[src/rtl/mdu_pkg.sv]
// Shared definitions for the multiply/divide unit: op encodings, FSM states
// and the iteration count of the multi-cycle datapath.
package mdu_pkg;

   localparam int ITER_CNT = 32;

   typedef enum logic [2:0] {
      OP_MULT  = 3'b000,
      OP_MULTU = 3'b001,
      OP_DIV   = 3'b010,
      OP_DIVU  = 3'b011,
      OP_MTHI  = 3'b100,
      OP_MTLO  = 3'b101
   } op_e;

   typedef enum logic [1:0] {
      S_IDLE,
      S_CALC,
      S_FIX
   } state_e;

endpackage

[src/rtl/mdu_div_step.sv]
// One radix-2 restoring division step on unsigned magnitudes.
// The partial remainder shifts left taking the next dividend bit from the top
// of the quotient register; the new quotient bit enters at the bottom.
module mdu_div_step (
   input  logic [31:0] rem_i,
   input  logic [31:0] quo_i,
   input  logic [31:0] dvs_i,
   output logic [31:0] rem_o,
   output logic [31:0] quo_o
);

   logic [32:0] shifted;
   logic [31:0] diff;
   logic        ge;

   // Trial subtract; bit 32 of the shifted remainder means it already exceeds
   // any 32-bit divisor, and the low 32 bits of the difference are then exact.
   always_comb begin
      shifted = {rem_i, quo_i[31]};
      diff    = shifted[31:0] - dvs_i;
      ge      = shifted[32] | (shifted[31:0] >= dvs_i);
      rem_o   = ge ? diff : shifted[31:0];
      quo_o   = {quo_i[30:0], ge};
   end

endmodule

[src/rtl/mul_div_unit.sv]
// MIPS-style HI/LO multiply/divide unit.
// Iterative ops: IDLE -> CALC (32 steps) -> FIX (sign correction, HI/LO write).
// Operands are held as magnitudes; signs are restored in FIX.
// Define MDU_FAST_MUL_EN to complete MULT/MULTU in one cycle with a
// combinational multiplier; division is always iterative.
module mul_div_unit
   import mdu_pkg::*;
(
   input  logic        clk,
   input  logic        rst_n,
   input  logic        start,
   input  logic [2:0]  op,
   input  logic [31:0] a,
   input  logic [31:0] b,
   input  logic        flush,
   output logic        busy,
   output logic        done,
   output logic [31:0] hi,
   output logic [31:0] lo
);

   state_e      state_q;
   logic [5:0]  cnt_q;
   logic        is_div_q, neg_q, rneg_q, dz_q;
   logic [31:0] opnd_q;   // |multiplicand| or |divisor|
   logic [31:0] acc_q;    // product high half / partial remainder
   logic [31:0] wlo_q;    // multiplier shifting out / quotient shifting in
   logic [31:0] hi_q, lo_q;
   logic        busy_q, done_q;

   logic        is_mul, is_div, is_sgn, iter_op, sa, sb;
   logic [31:0] mag_a, mag_b;
   logic [32:0] mul_sum_d;
   logic [31:0] div_rem_d, div_quo_d;
   logic [63:0] prod_fix;
   logic [31:0] quo_fix, rem_fix;

   assign is_mul = (op == OP_MULT) || (op == OP_MULTU);
   assign is_div = (op == OP_DIV)  || (op == OP_DIVU);
   assign is_sgn = (op == OP_MULT) || (op == OP_DIV);
   assign sa     = is_sgn & a[31];
   assign sb     = is_sgn & b[31];
   assign mag_a  = sa ? -a : a;
   assign mag_b  = sb ? -b : b;

`ifdef MDU_FAST_MUL_EN
   logic [63:0] fast_prod;
   assign iter_op   = is_div;
   assign fast_prod = {{32{sa}}, a} * {{32{sb}}, b};
`else
   assign iter_op   = is_mul | is_div;
`endif

   // Shift-add step: add multiplicand when the current multiplier bit is set,
   // then shift the 64-bit {acc, wlo} pair right by one.
   assign mul_sum_d = {1'b0, acc_q} + (wlo_q[0] ? {1'b0, opnd_q} : 33'd0);

   mdu_div_step u_div_step (
      .rem_i (acc_q),
      .quo_i (wlo_q),
      .dvs_i (opnd_q),
      .rem_o (div_rem_d),
      .quo_o (div_quo_d)
   );

   // Sign correction applied in FIX; divide-by-zero forces an all-ones quotient.
   assign prod_fix = neg_q ? -{acc_q, wlo_q} : {acc_q, wlo_q};
   assign quo_fix  = dz_q ? 32'hFFFF_FFFF : (neg_q ? -wlo_q : wlo_q);
   assign rem_fix  = rneg_q ? -acc_q : acc_q;

   // Control FSM plus datapath registers; reset beats flush beats start.
   always_ff @(posedge clk) begin
      if (!rst_n) begin
         state_q  <= S_IDLE;
         cnt_q    <= '0;
         is_div_q <= 1'b0;
         neg_q    <= 1'b0;
         rneg_q   <= 1'b0;
         dz_q     <= 1'b0;
         opnd_q   <= '0;
         acc_q    <= '0;
         wlo_q    <= '0;
         hi_q     <= '0;
         lo_q     <= '0;
         busy_q   <= 1'b0;
         done_q   <= 1'b0;
      end else if (flush) begin
         state_q <= S_IDLE;
         cnt_q   <= '0;
         busy_q  <= 1'b0;
         done_q  <= 1'b0;
      end else begin
         done_q <= 1'b0;
         case (state_q)
            S_IDLE: begin
               if (start) begin
                  if (iter_op) begin
                     state_q  <= S_CALC;
                     busy_q   <= 1'b1;
                     cnt_q    <= '0;
                     is_div_q <= is_div;
                     neg_q    <= sa ^ sb;
                     rneg_q   <= sa;
                     dz_q     <= (b == 32'd0);
                     opnd_q   <= mag_b;
                     wlo_q    <= mag_a;
                     acc_q    <= '0;
                  end else if (op == OP_MTHI) begin
                     hi_q   <= a;
                     done_q <= 1'b1;
                  end else if (op == OP_MTLO) begin
                     lo_q   <= a;
                     done_q <= 1'b1;
`ifdef MDU_FAST_MUL_EN
                  end else if (is_mul) begin
                     {hi_q, lo_q} <= fast_prod;
                     done_q       <= 1'b1;
`endif
                  end
               end
            end
            S_CALC: begin
               if (is_div_q) begin
                  acc_q <= div_rem_d;
                  wlo_q <= div_quo_d;
               end else begin
                  acc_q <= mul_sum_d[32:1];
                  wlo_q <= {mul_sum_d[0], wlo_q[31:1]};
               end
               cnt_q <= cnt_q + 6'd1;
               if (cnt_q == 6'(ITER_CNT - 1)) state_q <= S_FIX;
            end
            S_FIX: begin
               if (is_div_q) begin
                  hi_q <= rem_fix;
                  lo_q <= quo_fix;
               end else begin
                  {hi_q, lo_q} <= prod_fix;
               end
               done_q  <= 1'b1;
               busy_q  <= 1'b0;
               cnt_q   <= '0;
               state_q <= S_IDLE;
            end
            default: state_q <= S_IDLE;
         endcase
      end
   end

   assign busy = busy_q;
   assign done = done_q;
   assign hi   = hi_q;
   assign lo   = lo_q;

endmodule

[config.mk]
export PLATFORM = sky130hd
export DESIGN_NAME = mul_div_unit
export DESIGN_NICKNAME = d
export VERILOG_FILES = /design/src/rtl/mdu_pkg.sv /design/src/rtl/mdu_div_step.sv /design/src/rtl/mul_div_unit.sv
export SDC_FILE = /design/constraint.sdc
export NUM_CORES = 1
export LEC_CHECK = 0
export BUFFER_PORTS_ARGS = -buffer_cell sky130_fd_sc_hd__buf_2
export CAP_MARGIN = 15
export CORE_MARGIN = 1
export CORE_UTILIZATION = 38
export DETAILED_ROUTE_END_ITERATION = 8
export PLACE_DENSITY_LB_ADDON = 0.08
export SLEW_MARGIN = 0
export SYNTH_ARGS = -nofsm -noshare
export SYNTH_HDL_FRONTEND = slang
export SYNTH_HIERARCHICAL = 1
export SYNTH_SLANG_ARGS = --single-unit
[constraint.sdc]
create_clock -name clk -period 10.23 [get_ports clk]
set_input_delay 0.5115 -clock clk [delete_from_list [all_inputs] [get_ports clk]]
set_output_delay 0.5115 -clock clk [all_outputs]
set_load 0.05 [all_outputs]
# [After elaboration in Yosys (flattened, before gate mapping)]
# Index checks and enable logic that the tools add are counted.
[totals] reg_bits=174 output_inout_bits=66 inputBits=71
[op_classes] addsub=8 mux=42 order_cmp=1 reduce_logical=17 eq_ne=15 bitwise=7
[op_table] cell="$mux 32" n=22
[op_table] cell="$pmux 32 s2" n=4
[op_table] cell="$neg 32->32" n=4
[op_table] cell="$mux 64" n=1
[op_table] cell="$neg 64->64" n=1
[op_table] cell="$add 32x32->33" n=1
[op_table] cell="$ge 32x32->1" n=1
[op_table] cell="$logic_not 32->1" n=1
[op_table] cell="$sub 32x32->32" n=1
[op_table] cell="$pmux 6 s3" n=1
[op_table] cell="$ne 2x2->1 const B" n=7
[op_table] cell="$mux 6" n=2
[op_table] cell="$reduce_and 3->1" n=3
[op_table] cell="$reduce_and 4->1" n=2
[op_table] cell="$add 6x1->6 const B" n=1
[op_table] cell="$eq 3x2->1 const B" n=2
[op_table] cell="$eq 3x3->1 const B" n=2
[op_table] cell="$eq 6x5->1 const B" n=1
[op_table] cell="$mux 1" n=6
[op_table] cell="$mux 2" n=3
[op_table] cell="$reduce_and 6->1" n=1
[op_table] cell="$reduce_and 5->1" n=1
[op_table] cell="$pmux 1 s2" n=2
[op_table] cell="$pmux 2 s2" n=1
[op_table] cell="13 further kinds" n=19

# [Longest topological paths before layout]
[depth] ltp_word=7 mapped_depth=17 ltp_nobuf=16

# [Modules after synthesis]
# The synthesis kept the hierarchy.
[modules_own_cells] module="mul_div_unit" area_each_um2=12364.4 cells_each=1650 seq_area_each_um2=3483.3 instances=1
[modules_own_cells] module="mdu_div_step" area_each_um2=2816.5 cells_each=377 seq_area_each_um2=0.0 instances=1

# [Least setup slack after synthesis]
# Ideal clock, no wire load.
[synth_timing] path_type="reg2reg" startpoint="reg wlo_q[31]" endpoint="reg acc_q[30]" t_arrival_ns=3.223 n_path_buf=1 t_required_ns=10.138 slack_ns=6.914 path_stages_with_launch=18 setup_time_ns=0.092 cell_sequence="dfxtp_1 inv_1 ha_1 fa_1 nand2b_1 a21oi_2 nor2_2 o31ai_4 o21bai_1 a211o_2 nand3_4 buf_12 mux2_4 nand2_1 nor2_1 o22ai_1 a22o_1 o32ai_1"
[synth_via] elab_chain_len=5 word_cells_on_any_way=6
[synth_rtl] item="start, declared" line="mul_div_unit.sv:27" source="logic [31:0] wlo_q;"
[synth_rtl] item="start signal, assigned" line="mul_div_unit.sv:106" source="wlo_q <= mag_a;"
[synth_rtl] item="start signal, assigned" line="mul_div_unit.sv:125" source="wlo_q <= div_quo_d;"
[synth_rtl] item="start signal, assigned" line="mul_div_unit.sv:128" source="wlo_q <= {mul_sum_d[0], wlo_q[31:1]};"
[synth_rtl] item="$ge 32x32->1" line="mdu_div_step.sv:21" source="ge = shifted[32] | (shifted[31:0] >= dvs_i);"
[synth_rtl] item="$or 1x1->1" line="mdu_div_step.sv:21"
[synth_rtl] item="via u_div_step.ge" line="mdu_div_step.sv:14" source="logic ge;"
[synth_rtl] item="$mux 32" line="mdu_div_step.sv:22" source="rem_o = ge ? diff : shifted[31:0];"
[synth_rtl] item="via div_rem_d[30]" line="mul_div_unit.sv:34" source="logic [31:0] div_rem_d, div_quo_d;"
[synth_rtl] item="$mux 32" line="mul_div_unit.sv:123" source="if (is_div_q) begin"
[synth_rtl] item="$pmux 32 s2" line="mul_div_unit.sv:94" source="case (state_q)"
[synth_rtl] item="end signal, assigned" line="mul_div_unit.sv:124" source="acc_q <= div_rem_d;"
[synth_rtl] item="end signal, assigned" line="mul_div_unit.sv:127" source="acc_q <= mul_sum_d[32:1];"
[synth_rtl] item="end, declared" line="mul_div_unit.sv:26" source="logic [31:0] acc_q;"
# The timed path passes the listed nets, and every way through them passes these cells.
# A chain may end at the register's enable or synchronous reset.

# [Worst setup path after layout]
[layout_timing] startpoint="reg acc_q[0]" endpoint="reg acc_q[30]"
[layout_via] elab_chain_len=5 word_cells_on_any_way=7
[layout_rtl] item="$ge 32x32->1" line="mdu_div_step.sv:21"
[layout_rtl] item="$or 1x1->1" line="mdu_div_step.sv:21"
[layout_rtl] item="via div_quo_d[0]" line="mul_div_unit.sv:34"
[layout_rtl] item="$mux 32" line="mdu_div_step.sv:22"
[layout_rtl] item="via div_rem_d[30]" line="mul_div_unit.sv:34"
[layout_rtl] item="$mux 32" line="mul_div_unit.sv:123"
[layout_rtl] item="$pmux 32 s2" line="mul_div_unit.sv:94"
# The timed path passes the listed nets, and every way through them passes these cells.

==> results.toml <==
[setup_path]
end_kind = "flop"
crit_fanout = 33
path_class = "reg -> reg"
cp-start-kind = "flop"
critPathRequiredTime_ns = 10.61
cpMaxStageDelayCell = "dfxtp_1"
max_stage_delay_ns = 0.56
critPathArrivalTime_ns = 4.44
path_cells = "inv_1 > fa_1 > nand2b_1 > a21oi_2 > nor2_2 > o31ai_4 > o21bai_1 > a211o_2 > nand3_4 > mux2_4 > nand2_1 > nor2_1 > o22ai_1 > a22o_1 > o32ai_1"

[global_routing]
antenna_found_initial = 0
grt_max_degree = 75
grt_pass1_wl_um = 84300
grt_pass1_vias = 14400
grt_overflow = 0
grt_usage = 0.263

[route]
wl_um = 54100
first_iter_violations = 1069
routed_via_density = 5.89
wire_per_inst_um = 21.1
drt_first_pass_iters = 6
drc = 0
via_count = 15100
ant_nets = 0

[run_status]
status = "finished clean"

[cts]
cts_hold_buf = 0
clk-insertion-delay-late_ns = 0.46
h-tree-depth = 4
cts_root_buf = "clkbuf_16"
cts_sinks = 174
cts_buffer_depth = 2
cts_resized = 0
post_cts.repair.setup_buffers = 0
cts_buffers = 17
cts_tree = "yes"
clk_pin_slew_ns = 0.08

[sta]
fmax_mhz = 246
finalWorstSetupSlack_ns = 6.17
drv_slew = 0
period_minus_slack_ns = 4.06
finalHoldViolations = 0
maxSlewHeadroom = 0.246
finalSetupViolations = 0
skew_ns = 0.0172
fin_setup_tns_ns = 0
tightestPinTransition_ns = 1.13
rsz0062_at_grt = "no"
fin_crit_sh = 0.397

[synth]
synth_area_leaders = "dfxtp_1, a21oi_1, ha_1, xnor2_1, nand2_1"
ys_types = 86
synth-seq-cells = 174
synth_top_area_frac = 0.229
ys_warn_count = 6
synth_top_flop_cell = "dfxtp_1"
synth-async-reset-ratio = 0
synth_top_cell_by_area = "dfxtp_1"
ys_seq_area_frac = 0.229
syn-mean-instance-area_sq_um = 7.49
synth_common_cells = "a21oi_1, nand2_1, dfxtp_1"
syn-num-nets = 2172
synth_area_sq_um = 15200
yosysMostFrequentCell = "a21oi_1"
netlist_instances = 2027
synth_edf_count = 0

[worst_hold_path]
hold_class = "in -> reg"

[place]
pre_cts_ws_ns = 6.23
gp_congestion = 0.878
io_buffer_count = 136
dp_cells = 2526
dpl.hpwl_um = 40100

[finish]
nNetsFinal = 2172
stdcell_count = 2558
syn2layout_area_growth_pct = 8.60
drive_gt1_frac = 0.128
diodes = 0

[floorplan]
die_h_um = 202
die_area_sq_um = 40800
core_area_sq_um = 39000
die_width_um = 202
row_count = 72
initial_core_util = 0.389
ios = 137

[power]
p_leak_nw = 6.40
p_per_area_nw_per_um2 = 111
peakVddDrop_uv = 96.0

[run]
drv_cap = 0
==> final cells by class <==
type	count	area (sq um)
Inverter	71	269
Clock buffer	18	429
Clock inverter	14	221
Fill cell	4090	22500
Sequential cell	174	3480
Tap cell	518	648
Multi-Input combinational cell	1609	10600
Timing Repair Buffer	154	816
==> per-stage QoR <==
stage / hold slack [ns] / power [mW] / utilization / instance area, sq um
final: 0.315 / 1.84 / 0.423 / 16500
after global routing: 0.345 / 1.91 / 0.423 / 16500
after CTS: 0.296 / 1.85 / 0.423 / 16500
after detailed placement: 0.446 / 1.10 / 0.406 / 15800
after global placement: 0.438 / 1.10 / 0.406 / 15800
after floorplan: 0.448 / 1.00 / - / 15200
==> worst max-delay path, delay by kind of cell (launching register included) <==
family | cells | cell delay (ns)
AOI/OAI and AO/OA | 7 | 1.46
adders and majority gates | 1 | 0.47
buffers and inverters | 1 | 0.14
DFF | 1 | 0.56
muxes | 1 | 0.28
and+or+nand+nor | 5 | 1.00
==> power breakdown <==
part	internal, mW	switching (mW)
sequential	0.693	0.0214
clock	0.419	0.331
combinational	0.140	0.231
==> per-layer routing <==
layer | GRT usage | up-vias | wire length [um]
met2 | 0.455 | 435 | 26300
met3 | 0.0314 | 72 | 2310
li1 | - | 7359 | -
met5 | 0 | - | 0
met1 | 0.336 | 7199 | 24000
met4 | 0.0925 | 0 | 1480
==> cells in the final DEF (no fill, tap or decap), drive strengths merged, types with 18 or more instances in the layout <==
cell type    n
nor4        22
inv         77
nor2       164
ha          72
o211ai      33
a21oi      200
o22ai       22
and2        42
nand3       50
a211oi      28
nand4       28
xor2        73
and3        21
o21ai      129
mux2i       40
o31ai       29
a31oi       24
dfxtp      174
clkbuf      18
a21o        28
buf        154
mux2        30
o221ai      25
nand2      196
or3         29
nor3        49
xnor2       95
==> state kept, by name (all words and copies together), names as in the netlist <==
signal and count:
dz_q 1, state_q 2, neg_q 1, rneg_q 1, opnd_q 32, cnt_q 6
acc_q 32, done 1, lo 32, busy 1, wlo_q 32, is_div_q 1
hi 32
==> logic make-up (layout without fill, tap and decap cells) <==
logic type / after synthesis / count (layout) / share of synthesized area
XOR/XNOR: 168 / 168 / 0.0969
AND/OR/NAND/NOR: 674 / 674 / 0.218
multiplexers: 70 / 70 / 0.0551
buffers and inverters: 244 / 257 / 0.0734
AO/OA/AOI/OAI: 623 / 623 / 0.265
adder cells (fa/ha/maj): 74 / 74 / 0.0620
flip-flops: 174 / 174 / 0.229
==> final timing paths <==
check | startpoint | end | slack (ns) | depth (start not counted)
max reg2reg | acc_q[0]$_SDFFE_PN0P_ | acc_q[30]$_SDFFE_PN0P_ | 6.17 | 15
min | op[1] | is_div_q$_SDFFE_PN0P_ | 0.32 | 3
max | acc_q[0]$_SDFFE_PN0P_ | acc_q[30]$_SDFFE_PN0P_ | 6.17 | 15
min reg2reg | lo[7]$_SDFFE_PN0P_ | lo[7]$_SDFFE_PN0P_ | 0.45 | 2
No activity file was read; power rests on OpenSTA's default activity.
